[src/rtl/mult8_seq_ctrl.sv]
// Sequential 8x8 unsigned multiplier controller: four nibble passes through a shared
// 4x4 array multiplier, shift-accumulated into a 16-bit product behind valid/ready handshakes.
module mult8_seq_ctrl #(
    parameter int MUL_LAT = 0
) (
    input  logic        clk,
    input  logic        rst,
    input  logic        in_valid,
    output logic        in_ready,
    input  logic [7:0]  a,
    input  logic [7:0]  b,
    input  logic        abort,
    output logic [3:0]  mul_a,
    output logic [3:0]  mul_b,
    input  logic [7:0]  mul_p,
    output logic        out_valid,
    input  logic        out_ready,
    output logic [15:0] product,
    output logic        busy
);

    typedef enum logic [1:0] {
        IDLE,
        RUN,
        DONE
    } state_t;

    localparam logic [1:0] LAT = 2'(MUL_LAT);

    state_t      state;
    logic [7:0]  op_a;
    logic [7:0]  op_b;
    logic [15:0] acc;
    logic [1:0]  step;
    logic [1:0]  wait_cnt;

    logic [15:0] term;
    logic [15:0] acc_next;
    logic [1:0]  step_next;
    logic [3:0]  nib_a_next;
    logic [3:0]  nib_b_next;
    logic        in_hs;
    logic        out_hs;

    // Step 1 pairs a-low with b-high and step 2 a-high with b-low, so step bit 1
    // picks the multiplicand nibble and step bit 0 the multiplier nibble.
    always_comb begin
        term = 16'h0000;
        case (step)
            2'd0:    term = {8'h00, mul_p};
            2'd1:    term = {4'h0, mul_p, 4'h0};
            2'd2:    term = {4'h0, mul_p, 4'h0};
            default: term = {mul_p, 8'h00};
        endcase
        acc_next   = acc + term;
        step_next  = step + 2'd1;
        nib_a_next = step_next[1] ? op_a[7:4] : op_a[3:0];
        nib_b_next = step_next[0] ? op_b[7:4] : op_b[3:0];
    end

    assign in_ready = (state == IDLE) || ((state == DONE) && out_ready);
    assign busy     = (state != IDLE);
    assign in_hs    = in_valid && in_ready;
    assign out_hs   = out_valid && out_ready;

    always_ff @(posedge clk or posedge rst) begin
        if (rst) begin
            state     <= IDLE;
            op_a      <= 8'h00;
            op_b      <= 8'h00;
            acc       <= 16'h0000;
            step      <= 2'd0;
            wait_cnt  <= 2'd0;
            mul_a     <= 4'h0;
            mul_b     <= 4'h0;
            out_valid <= 1'b0;
            product   <= 16'h0000;
        end else begin
            case (state)
                IDLE: begin
                    if (in_hs) begin
                        op_a     <= a;
                        op_b     <= b;
                        acc      <= 16'h0000;
                        step     <= 2'd0;
                        wait_cnt <= 2'd0;
                        mul_a    <= a[3:0];
                        mul_b    <= b[3:0];
                        state    <= RUN;
                    end
                end
                RUN: begin
                    if (abort) begin
                        acc      <= 16'h0000;
                        step     <= 2'd0;
                        wait_cnt <= 2'd0;
                        mul_a    <= 4'h0;
                        mul_b    <= 4'h0;
                        state    <= IDLE;
                    end else if (wait_cnt == LAT) begin
                        acc      <= acc_next;
                        wait_cnt <= 2'd0;
                        if (step == 2'd3) begin
                            step      <= 2'd0;
                            mul_a     <= 4'h0;
                            mul_b     <= 4'h0;
                            product   <= acc_next;
                            out_valid <= 1'b1;
                            state     <= DONE;
                        end else begin
                            step  <= step_next;
                            mul_a <= nib_a_next;
                            mul_b <= nib_b_next;
                        end
                    end else begin
                        wait_cnt <= wait_cnt + 2'd1;
                    end
                end
                DONE: begin
                    if (out_hs) begin
                        out_valid <= 1'b0;
                        if (in_hs) begin
                            op_a     <= a;
                            op_b     <= b;
                            acc      <= 16'h0000;
                            step     <= 2'd0;
                            wait_cnt <= 2'd0;
                            mul_a    <= a[3:0];
                            mul_b    <= b[3:0];
                            state    <= RUN;
                        end else begin
                            state <= IDLE;
                        end
                    end
                end
                default: state <= IDLE;
            endcase
        end
    end

endmodule

[config.mk]
export PLATFORM = sky130hd
export DESIGN_NAME = mult8_seq_ctrl
export DESIGN_NICKNAME = d
export VERILOG_FILES = /design/src/rtl/mult8_seq_ctrl.sv
export SDC_FILE = /design/constraint.sdc
export NUM_CORES = 1
export LEC_CHECK = 0
export CAP_MARGIN = 20
export CORE_UTILIZATION = 50
export CTS_BUF_LIST = sky130_fd_sc_hd__clkbuf_4 sky130_fd_sc_hd__clkbuf_8
export DETAILED_ROUTE_END_ITERATION = 10
export PLACE_DENSITY = 0.78
export SETUP_SLACK_MARGIN = 0.15
export SLEW_MARGIN = 5
export SYNTH_ARGS = -nofsm -noshare
export SYNTH_HDL_FRONTEND = slang
export SYNTH_SLANG_ARGS = --single-unit
[constraint.sdc]
create_clock -name clk -period 3.2 [get_ports clk]
set_input_delay 0.32 -clock clk [delete_from_list [all_inputs] [get_ports clk]]
set_output_delay 0.32 -clock clk [all_outputs]
set_load 0.05 [all_outputs]
==> out/metrics.json <==
{
  "run_status": {
    "run_status": "finished, final reports clean"
  },
  "power": {
    "power-per-cell-area_nw_per_um2": 915,
    "leakagePower_uw": 0.00212,
    "vdd_ir_max_v": 0.000466
  },
  "route": {
    "drt_drc_violations_left": 0,
    "detailroute.via_count": 2976,
    "wire_per_inst_um": 16.0,
    "drtPass1Iterations": 4,
    "number_of_nets_with_antenna_violations_after_detailed_routing": 0,
    "routed_wirelength_um": 8530,
    "detailedRoute.firstIterationViolations": 191,
    "vias_per_cell": 5.58
  },
  "synthesis": {
    "synthCells": 372,
    "synthesis.area_um2": 3550,
    "synth_seq_area_share": 0.444,
    "synth_top_area_frac": 0.444,
    "yosysWarningCount": 0,
    "area_contributors_post_synth": "sky130_fd_sc_hd__dfrtp_1 (44%), sky130_fd_sc_hd__nand2_1 (9.9%), sky130_fd_sc_hd__ha_1 (6.7%)",
    "fraction_of_registers_with_async_set_reset": 1.00,
    "post_syn_area_per_cell_um2": 9.55,
    "synth.ff_latch_count": 63,
    "synth_top_area_cell": "sky130_fd_sc_hd__dfrtp_1",
    "synth_edf_count": 0,
    "mappedNetlistNets": 421,
    "synth.top_cells.by_count": "sky130_fd_sc_hd__nand2_1 (94), sky130_fd_sc_hd__dfrtp_1 (63), sky130_fd_sc_hd__ha_1 (19)",
    "yosys_most_used_dff": "sky130_fd_sc_hd__dfrtp_1",
    "synth_cell_type_count": 52,
    "synthMostInstantiatedCell": "sky130_fd_sc_hd__nand2_1"
  },
  "clock_tree": {
    "cts_num_sinks": 63,
    "numCtsBuffers": 9,
    "clk-insertion-delay-late_ps": 350,
    "cts_htree_levels": 3,
    "worst_setup_hold_path_clk_slew_ps": 70,
    "buffers_from_clock_root_to_sink_at_most": 2,
    "cts_tree": "yes",
    "hold_buf_count_cts": 0,
    "cts.root.buffer_cell": "sky130_fd_sc_hd__clkbuf_8"
  },
  "layout": {
    "final_cells": 533,
    "nNetsFinal": 481,
    "area.growth.synth_to_final_pct": 26.5,
    "final_layout_size_suffix_gt1_frac": 0.126,
    "antenna_cells_inserted": 0,
    "multi_input_area_um2": 1860,
    "seqCellArea_um2": 1580,
    "finish.instance_area_um2": 4490,
    "nFillCells": 535
  },
  "global_route": {
    "grt_usage": 0.248,
    "grt_antenna_before_repair": 0,
    "use_met2": 0.403,
    "global_route.usage.met1": 0.327,
    "number_of_global_route_vias_before_repair": 2914,
    "grt_use_met3": 0.0524,
    "pin_count_of_the_biggest_net_entering_global_routing": 38,
    "global_route_wire_length_before_repair_um": 14200,
    "global_route.peak_usage_layer": "met2",
    "globalRoute.totalOverflow": 0
  },
  "critical_path": {
    "type_of_element_launching_the_critical_path": "flop",
    "top_fanout_value_on_the_critical_path": 5,
    "worst-endpoint-required_ps": 3490,
    "critical-path-slowest-cell": "sky130_fd_sc_hd__or4_1",
    "kind_of_end_point_of_the_critical_path": "flop",
    "cpPeakStageDelay_ps": 400,
    "worst_ep_arrival_time_ps": 3220,
    "path_class": "flop to flop",
    "sequence_of_cells_on_the_critical_path": "inv_1 > ha_4 > nor2b_1 > and2_1 > ha_1 > fa_2 > a21o_1 > a311o_2 > a21oi_4 > o21ai_2 > or4_1 > nand3_1"
  },
  "placed_design": {
    "routabilityCongestion": 0.954,
    "place_area_um2": 4190,
    "numPlacedInstances": 514,
    "io_buffer_count": 55,
    "place_worst_setup_slack_ps": 131,
    "place_hpwl_um": 5730
  },
  "die": {
    "rows": 30,
    "start_util": 0.520,
    "horizontal_die_dimension_um": 86.3,
    "coreArea_um2": 6830,
    "die_h_um": 86.3,
    "design.portCount": 56,
    "dieArea_um2": 7450
  },
  "timing": {
    "max_slew_margin": 0.633,
    "layout_min_cycle_time_ps": 2930,
    "period_share": 0.916,
    "fin_worst_skew_ps": 11.4,
    "worst_slack_ps": 269,
    "fin_setup_tns_ps": 0,
    "max_clock_freq_ghz": 0.341,
    "report.final.setup_viol": 0,
    "final-max-slew-violation-count": 0,
    "timing.final.hold_violations": 0,
    "worst_slew_pin_slew_ps": 550,
    "unrepaired_setup_endpoints_after_global_routing": "true"
  },
  "job": {
    "maxCapViolCount": 0
  },
  "min_path": {
    "hp-class": "primary input to async pin"
  }
}
## power by group
group / leakage, µW / switching [µW] / total, µW / internal [µW]
clock: 0.000130 / 341 / 940 / 599
combinational: 0.00116 / 1200 / 1950 / 748
sequential: 0.000829 / 168 / 1220 / 1060
total: 0.00212 / 1710 / 4110 / 2400
## cells in the final DEF (no fill, tap or decap), types with 3 or more instances in the layout
cell                               n
sky130_fd_sc_hd__o21ai_0          18
sky130_fd_sc_hd__and3_1            3
sky130_fd_sc_hd__mux2i_1           9
sky130_fd_sc_hd__nand2_1          94
sky130_fd_sc_hd__ha_1             18
sky130_fd_sc_hd__a22o_1           16
sky130_fd_sc_hd__inv_1             8
sky130_fd_sc_hd__bufinv_16         4
sky130_fd_sc_hd__a22oi_1           5
sky130_fd_sc_hd__clkdlybuf4s50_1  55
sky130_fd_sc_hd__o211ai_1         10
sky130_fd_sc_hd__a21oi_1          12
sky130_fd_sc_hd__and2_1            8
sky130_fd_sc_hd__xnor2_1           8
sky130_fd_sc_hd__mux2_2           12
sky130_fd_sc_hd__nor2_1           13
sky130_fd_sc_hd__a21o_1            3
sky130_fd_sc_hd__buf_4            11
sky130_fd_sc_hd__dfrtp_1          63
sky130_fd_sc_hd__xor2_1            6
sky130_fd_sc_hd__clkbuf_8          9
sky130_fd_sc_hd__nand3_1           9
## cells by family after synthesis
logic type      count (synthesis)  share of synthesized area
simple gates                  143                      0.175
flops                          63                      0.444
fa+ha+maj                      20                     0.0726
buf+inv                        26                     0.0387
compound gates                 85                      0.172
xor+xnor                       14                     0.0345
mux                            21                     0.0634
## critical path, delay by kind of cell, from the launching register on
| kind | cells | cell delay (ps) |
|---|---|---|
| compound gates | 4 | 860 |
| fa+ha+maj | 3 | 750 |
| buf+inv | 1 | 90 |
| flops | 1 | 380 |
| simple gates | 4 | 800 |
## routing by layer
layer / share of wire / up-vias
li1: - / 1429
met1: 0.44 / 1427
met2: 0.49 / 100
met3: 0.044 / 20
met4: 0.025 / 0
met5: 0 / -
## timing repair
action	4_1_cts	5_1_grt
gates resized for setup	0	3
buffers inserted	0	3
setup endpoints to repair	0	11
## cell type report
type	instances	share of cell area
tap	96	0.0267
clock inverter	7	0.0323
clock buffer	9	0.0276
sequential	63	0.351
multi-input combinational	283	0.414
timing repair buffer	66	0.141
inverter	9	0.00752
## registers in the layout (all words and copies together) (netlist names), 2 cells and up
name,flops
acc,16
step,2
mul_a,4
wait_cnt,2
product,16
mul_b,4
state,2
op_b,8
op_a,8
## stage by stage
| step | hold slack, ps | util | total power, µW |
|---|---|---|---|
| floorplan | 425 | - | 2610 |
| global placement | 457 | 0.614 | 3060 |
| detailed placement | 462 | 0.614 | 3110 |
| CTS | 346 | 0.653 | 4080 |
| global route | 396 | 0.658 | 4340 |
| finish | 338 | 0.658 | 4110 |
## final timing paths
path                               from  slack [ps]          end  depth (start not counted)
worst min-delay path                rst         340     mul_a[0]                          2
min in group clk                op_a[5]         480      op_a[5]                          2
max in group asynchronous           rst        1970      acc[13]                          3
worst min register to register  op_a[5]         480      op_a[5]                          2
worst max-delay path            step[0]         270  product[12]                         12
worst max register to register  step[0]         270  product[12]                         12
(Power assumes the default switching activity.)
